[src/rtl/wb_stage.sv]
// Writeback stage: MEM/WB pipeline register, load extraction with a stall-safe
// hold of the data-memory output, register-file write port and retire counter.
module wb_stage #(
    parameter int unsigned XLEN  = 32,
    parameter int unsigned CNT_W = 32
) (
    input  logic             clk,
    input  logic             rst_n,
    input  logic             stall,
    input  logic             flush,
    input  logic             in_valid,
    input  logic [XLEN-1:0]  in_aluresult,
    input  logic [4:0]       in_rd,
    input  logic [XLEN-1:0]  in_pcplus4,
    input  logic             in_regwrite,
    input  logic [1:0]       in_resultsrc,
    input  logic [2:0]       in_funct3,
    input  logic [XLEN-1:0]  readdata,
    output logic             rd_we,
    output logic [4:0]       rd_addr,
    output logic [XLEN-1:0]  rd_wdata,
    output logic [CNT_W-1:0] retired,
    output logic             misalign_err
);

    logic             valid_q;
    logic [XLEN-1:0]  aluresult_q;
    logic [4:0]       rd_q;
    logic [XLEN-1:0]  pcplus4_q;
    logic             regwrite_q;
    logic [1:0]       resultsrc_q;
    logic [2:0]       funct3_q;

    logic             hold_vld_q;
    logic [XLEN-1:0]  hold_data_q;
    logic [CNT_W-1:0] retired_q;
    logic             misalign_q;

    logic [XLEN-1:0]  ld_raw;
    logic [1:0]       offset;
    logic [7:0]       ld_byte;
    logic [15:0]      ld_half;
    logic [XLEN-1:0]  ld_ext;
    logic             size_mis;
    logic             misaligned;

    // MEM/WB register: reset, then flush (bubble), then stall (hold), else load
    always_ff @(posedge clk) begin
        if (!rst_n) begin
            valid_q     <= 1'b0;
            aluresult_q <= '0;
            rd_q        <= '0;
            pcplus4_q   <= '0;
            regwrite_q  <= 1'b0;
            resultsrc_q <= '0;
            funct3_q    <= '0;
        end else if (flush) begin
            valid_q <= 1'b0;
        end else if (!stall) begin
            valid_q     <= in_valid;
            aluresult_q <= in_aluresult;
            rd_q        <= in_rd;
            pcplus4_q   <= in_pcplus4;
            regwrite_q  <= in_regwrite;
            resultsrc_q <= in_resultsrc;
            funct3_q    <= in_funct3;
        end
    end

    // Capture memory data on the first stalled edge; the memory output may move afterwards
    always_ff @(posedge clk) begin
        if (!rst_n) begin
            hold_vld_q  <= 1'b0;
            hold_data_q <= '0;
        end else if (stall) begin
            if (!hold_vld_q) begin
                hold_vld_q  <= 1'b1;
                hold_data_q <= readdata;
            end
        end else begin
            hold_vld_q <= 1'b0;
        end
    end

    // Retire counter and sticky misaligned-load flag
    always_ff @(posedge clk) begin
        if (!rst_n) begin
            retired_q  <= '0;
            misalign_q <= 1'b0;
        end else begin
            if (valid_q && !stall) begin
                retired_q <= retired_q + CNT_W'(1);
            end
            if (valid_q && misaligned) begin
                misalign_q <= 1'b1;
            end
        end
    end

    // Little-endian load extraction and alignment check
    always_comb begin
        ld_raw  = hold_vld_q ? hold_data_q : readdata;
        offset  = aluresult_q[1:0];
        ld_byte = ld_raw[7:0];
        unique case (offset)
            2'b00: ld_byte = ld_raw[7:0];
            2'b01: ld_byte = ld_raw[15:8];
            2'b10: ld_byte = ld_raw[23:16];
            2'b11: ld_byte = ld_raw[31:24];
        endcase
        ld_half  = offset[1] ? ld_raw[31:16] : ld_raw[15:0];
        ld_ext   = ld_raw;
        size_mis = 1'b0;
        unique case (funct3_q)
            3'b000: ld_ext = {{(XLEN-8){ld_byte[7]}}, ld_byte};
            3'b001: begin
                ld_ext   = {{(XLEN-16){ld_half[15]}}, ld_half};
                size_mis = offset[0];
            end
            3'b100: ld_ext = {{(XLEN-8){1'b0}}, ld_byte};
            3'b101: begin
                ld_ext   = {{(XLEN-16){1'b0}}, ld_half};
                size_mis = offset[0];
            end
            default: begin
                ld_ext   = ld_raw;
                size_mis = (offset != 2'b00);
            end
        endcase
        misaligned = (resultsrc_q == 2'b01) && size_mis;
    end

    // Register-file write port; rd_wdata doubles as the WB forwarding value
    always_comb begin
        rd_wdata = aluresult_q;
        unique case (resultsrc_q)
            2'b01:   rd_wdata = ld_ext;
            2'b10:   rd_wdata = pcplus4_q;
            default: rd_wdata = aluresult_q;
        endcase
        rd_we   = valid_q && regwrite_q && (rd_q != 5'd0) && !misaligned;
        rd_addr = rd_q;
    end

    assign retired      = retired_q;
    assign misalign_err = misalign_q;

endmodule

[config.mk]
export PLATFORM = sky130hd
export DESIGN_NAME = wb_stage
export DESIGN_NICKNAME = d
export VERILOG_FILES = /design/src/rtl/wb_stage.sv
export SDC_FILE = /design/constraint.sdc
export NUM_CORES = 1
export LEC_CHECK = 0
export BUFFER_PORTS_ARGS = -buffer_cell sky130_fd_sc_hd__buf_2
export CAP_MARGIN = 20
export CORE_MARGIN = 4
export CORE_UTILIZATION = 30
export DETAILED_ROUTE_END_ITERATION = 8
export GPL_TIMING_DRIVEN = 0
export SLEW_MARGIN = 15
export SYNTH_ARGS = -nofsm -noshare
export SYNTH_HDL_FRONTEND = slang
export SYNTH_SLANG_ARGS = --single-unit
[constraint.sdc]
create_clock -name clk -period 5.99 [get_ports clk]
set_input_delay 0.2995 -clock clk [delete_from_list [all_inputs] [get_ports clk]]
set_output_delay 0.2995 -clock clk [all_outputs]
set_load 0.02 [all_outputs]
### Word level (Yosys, flattened, before mapping)

Index checks and enable logic that the tools add are counted.

* bitwise operators: 3
* equal/unequal tests: 8
* reductions and logical operators: 16
* muxes and demuxes: 7
* $add $sub $neg: 1

Operator list (number)
* 32-bit case mux with 4 select lines: 1
* 32-bit case mux with 2 select lines: 1
* 32-bit by 1-bit adder with 32-bit output (second input constant): 1
* 32-bit 2-to-1 mux: 1
* 8-bit case mux with 4 select lines: 1
* 16-bit 2-to-1 mux: 1
* 2-bit equality test (second input constant): 3
* 3-bit equality test (second input constant): 2
* 1-bit logical AND: 6
* 2-bit OR reduction: 3
* 5-bit nonzero test: 1
* 2-bit by 1-bit equality test with 1-bit output (second input constant): 2
* 3-bit by 1-bit equality test with 1-bit output (second input constant): 1
* 3-bit logical NOT: 1
* 1-bit NOT: 3
* 1-bit logical NOT: 2
* 2-bit logical NOT: 1
* 1-bit case mux with 2 select lines: 1
* 2-bit AND reduction: 1
* 2-bit nonzero test: 1
* 1-bit 2-to-1 mux: 1

* word-level logic and storage cells: 46
* output and inout bits: 71
* input port bits: 112
* flip-flop bits (word level): 142

### Logic depth before layout (Yosys ltp)

* word-level depth: 6
* depth in mapped cells: 8
* mapped depth without buffers: 6

### Worst setup path after synthesis

Ideal clock, no wire load.

* path type: register -> output
* start point: reg hold_vld_q
* end point: out rd_wdata[3]
* slack: 3.781 ns
* path buffers: 3
* data required time: 5.691 ns
* arrival: 1.909 ns
* stages on the path, launching flop included: 8
* cell sequence: dfxtp_1 buf_2 buf_1 buf_2 mux2i_1 nor3_1 o21ai_0 o21ai_0

* longest elaborated chain between the ends: 4
* elaborated cells on any way between the ends: 5
* classes of those cells: 5 x mux

Ends and longest elaborated chain
* start, declared: RTL line 34 `logic hold_vld_q;`
* start signal, assigned: RTL line 73 `hold_vld_q <= 1'b0;`
* start signal, assigned: RTL line 77 `hold_vld_q <= 1'b1;`
* start signal, assigned: RTL line 81 `hold_vld_q <= 1'b0;`
* 32-bit 2-to-1 mux *
* 8-bit case mux with 4 select lines or 16-bit 2-to-1 mux (tied branches): RTL line 105, 111
* 32-bit case mux with 4 select lines *: RTL line 114 `unique case (funct3_q)`
* 32-bit case mux with 2 select lines *: RTL line 136 `unique case (resultsrc_q)`
* end, declared: RTL line 21 `output logic [XLEN-1:0] rd_wdata,`

Mark *: on every way between the ends. The rest lies on a longest branch, timed or not.

### Final worst setup path

Ends and elaborated chain as after synthesis.

==> results.sh <==
export IMPL_period_share=0.569
export IMPL_n_antenna_cell=0
export IMPL_regToRegStartpoint="retired[6]"
export IMPL_dieArea_um2=26000
export IMPL_skew_ns=0.00904
export IMPL_worstRegToRegCells=6
export IMPL_numPortBuffers=182
export IMPL_r2r_end="retired[31]"
export IMPL_vias=7497
export IMPL_crit_fanout=10
export IMPL_clk_latency_ns=0.42
export IMPL_grt_overflow=0
export IMPL_grt_max_degree=17
export IMPL_grt_pass1_vias=7147
export IMPL_synth_seq_cells=142
export IMPL_fmax_mhz=294
export IMPL_clkTransAtPathRegs_ns=0.06
export IMPL_switchingPower_mw=0.674
export IMPL_cts_setup_buffers=0
export IMPL_cts_sink_count=142
export IMPL_worstSetupStartpointType="flip-flop"
export IMPL_p_comb_frac=0.135
export IMPL_arrival_ns=3.11
export IMPL_hold_class="primary input to flip-flop"
export IMPL_grt_usage=0.197
export IMPL_cts_resized=0
export IMPL_final_util=0.393
export IMPL_async_reset_ff_frac=0
export IMPL_min_from="in_pcplus4[15]"
export IMPL_synth_edf_count=0
export IMPL_wl_per_cell_um=18.1
export IMPL_clock_path_buffers=2
export IMPL_holdBufCountCts=0
export IMPL_netlist_top_cell_by_area="dfxtp_1"
export IMPL_intPower_mw=1.83
export IMPL_worst_slew_pin_slew_ns=0.687
export IMPL_yosys_warnings=0
export IMPL_p_leak_nw=3.46
export IMPL_die_h_um=161
export IMPL_syn_cell_area_um2=7060
export IMPL_vdd_drop_max_v=0.000144
export IMPL_synth_most_common_cell="nand2_1"
export IMPL_worstSetupEndpointType="output pin"
export IMPL_gp_congestion=0.921
export IMPL_synth_cell_type_count=41
export IMPL_synth_top_area_frac=0.403
export IMPL_setup_viol=0
export IMPL_fill_cells=2466
export IMPL_synth_commonest_cells="257 x nand2_1, 168 x a21oi_1, 142 x dfxtp_1"
export IMPL_post_place_cells=1442
export IMPL_cts_tree="built"
export IMPL_io_pin_count=183
export IMPL_layout_cells_non_filler=1474
export IMPL_cts_htree_levels=4
export IMPL_setup_tns_ns=0
export IMPL_drv_cap=0
export IMPL_p_seq_frac=0.402
export IMPL_status="finished clean"
export IMPL_required_ns=5.69
export IMPL_synthToLayoutAreaGrowth_pct=27.4
export IMPL_hold_violations=0
export IMPL_first_iter_violations=524
export IMPL_hold_depth=3
export IMPL_wirelength_mm=26.6
export IMPL_p_sw_frac=0.269
export IMPL_path_class="flip-flop to output pin"
export IMPL_ys_seq_area_frac=0.403
export IMPL_syn_nets=1062
export IMPL_period_minus_slack_ns=3.41
export IMPL_synthTopCellsByArea="dfxtp_1 40%, nand2_1 14%, a21oi_1 12%"
export IMPL_vias_per_cell=5.09
export IMPL_p_clk_frac=0.463
export IMPL_worstPathCellList="buf_2 > buf_1 > buf_2 > mux2i_1 > nand3_1 > a21oi_1 > o21ai_0 > buf_2"
export IMPL_firstDrtPassIters=6
export IMPL_postRouteAntennaNets=0
export IMPL_power_density_nw_per_um2=278
export IMPL_root_buffer="clkbuf_16"
export IMPL_layout_drive_gt1_share=0.212
export IMPL_slowest_stage="mux2i_1"
export IMPL_finalMaxSlewViolations=0
export IMPL_antenna_found_initial=1
export IMPL_slowest_delay_ns=0.58
export IMPL_core_um2=22900
export IMPL_synthCells=947
export IMPL_crit_top_cell="buf_2"
export IMPL_grt_pass1_wl_mm=40.0
export IMPL_die_width_um=161
export IMPL_syn_avg_cell_area_um2=7.45
export IMPL_rrSetupSlack_ns=3.68
export IMPL_maxSlewHeadroom=0.542
export IMPL_ys_flop_type="dfxtp_1"
export IMPL_rows=55
export IMPL_fin_nets=1263
export IMPL_numCtsBuffers=17
export IMPL_holdPathEnd="pcplus4_q[15]"
export IMPL_initial_utilization=0.308
export IMPL_post_route_drc_count=0
export IMPL_hpwl_mm=20.5
export IMPL_rsz0062_at_grt="false"
area by class of cell:
cell class	count	area, um2	share of cell area
buffer	77	299	0.0332
clock buffer	22	474	0.0527
clock inverter	10	160	0.0178
inverter	11	41.3	0.00459
multi-input combinational	717	3880	0.431
sequential	142	2840	0.316
tap	313	392	0.0435
timing repair buffer	182	911	0.101
flip-flops by register name, summed over array words and instances, names as in the netlist:
signal / count
aluresult_q: 32
pcplus4_q: 32
valid_q: 1
misalign_err: 1
retired: 32
resultsrc_q: 2
regwrite_q: 1
hold_data_q: 32
rd_addr: 5
funct3_q: 3
hold_vld_q: 1
cell usage in the layout (no fill, tap or decap), types with 2 or more instances in the layout:
| master | Yosys | routed |
|---|---|---|
| a21oi_1 | 168 | 168 |
| mux2_2 | 6 | 6 |
| nand3_1 | 16 | 16 |
| mux4_2 | 8 | 8 |
| or4_1 | 11 | 11 |
| nand4_1 | 8 | 8 |
| o21ai_0 | 44 | 44 |
| ha_1 | 3 | 3 |
| o31ai_1 | 8 | 8 |
| and3_1 | 7 | 7 |
| nor2_1 | 33 | 33 |
| clkbuf_16 | 0 | 17 |
| and4_1 | 4 | 4 |
| dfxtp_1 | 142 | 142 |
| o22ai_1 | 9 | 9 |
| nand2_1 | 257 | 257 |
| xor2_1 | 5 | 5 |
| nor2b_1 | 3 | 3 |
| and2_1 | 2 | 2 |
| a211oi_1 | 25 | 25 |
| nand2b_1 | 3 | 3 |
| xnor2_1 | 6 | 6 |
| clkbuf_8 | 0 | 3 |
| clkinv_4 | 0 | 2 |
| a21boi_0 | 9 | 9 |
| buf_2 | 8 | 190 |
| o221ai_1 | 2 | 2 |
| clkinv_2 | 0 | 3 |
| mux2i_1 | 28 | 28 |
| inv_1 | 10 | 10 |
| nor3_1 | 21 | 21 |
| clkbuf_1 | 62 | 64 |
| or2_2 | 9 | 9 |
| or3_1 | 13 | 13 |
| bufinv_16 | 0 | 4 |
| buf_1 | 7 | 7 |
power groups by stage:
stage | logic (mW) | clock network [mW] | registers (mW)
2_1_floorplan | 0.197 | 0 | 1.02
3_3_place_gp | 0.331 | 0 | 1.03
3_5_place_dp | 0.334 | 0 | 1.03
4_1_cts | 0.336 | 1.17 | 1.01
5_1_grt | 0.367 | 1.21 | 1.01
6_report | 0.338 | 1.16 | 1.01
cell families after synthesis:
group / count (synthesis) / share of synthesized area
AOI/OAI and AO/OA: 269 / 0.210
xor gates and xnor gates: 11 / 0.0136
adders and majority gates: 3 / 0.00532
buffers and inverters: 88 / 0.0482
DFF: 142 / 0.403
muxes: 42 / 0.0748
and+or+nand+nor: 392 / 0.245
metrics by stage:
stage / hold WS, ns / worst slack, ns / power, mW / cell area, um2
floorplan: 0.379 / 3.78 / 1.22 / 7060
global placement: 0.438 / 3.09 / 1.36 / 8360
detailed placement: 0.443 / 3.09 / 1.36 / 8360
CTS: 0.0996 / 2.62 / 2.51 / 9000
global route: 0.106 / 2.45 / 2.59 / 9000
finish: 0.109 / 2.58 / 2.50 / 9000
worst max-delay path, delay by kind of cell (launching register included):
| kind | cells | cell delay (ns) |
|---|---|---|
| and+or+nand+nor | 1 | 0.14 |
| AOI/OAI and AO/OA | 2 | 0.37 |
| DFF | 1 | 0.30 |
| muxes | 1 | 0.58 |
| buffers and inverters | 4 | 1.28 |
worst max path at each step:
stage                     startpoint           end  cells past startpoint
after global placement    hold_vld_q   rd_wdata[2]                      8
after floorplan           hold_vld_q   rd_wdata[3]                      7
after CTS                 hold_vld_q   rd_wdata[2]                      8
final                     hold_vld_q   rd_wdata[3]                      8
after detailed placement  hold_vld_q   rd_wdata[5]                      8
after global routing      hold_vld_q  rd_wdata[28]                      7
routing by layer:
metal / up-vias / GRT usage / part of all wire
li1: 3702 / - / -
met1: 3513 / 0.266 / 0.46
met2: 249 / 0.319 / 0.46
met3: 31 / 0.0413 / 0.061
met4: 2 / 0.0617 / 0.020
met5: - / 0 / 0.00049
Power figures use the tool's default switching activity.
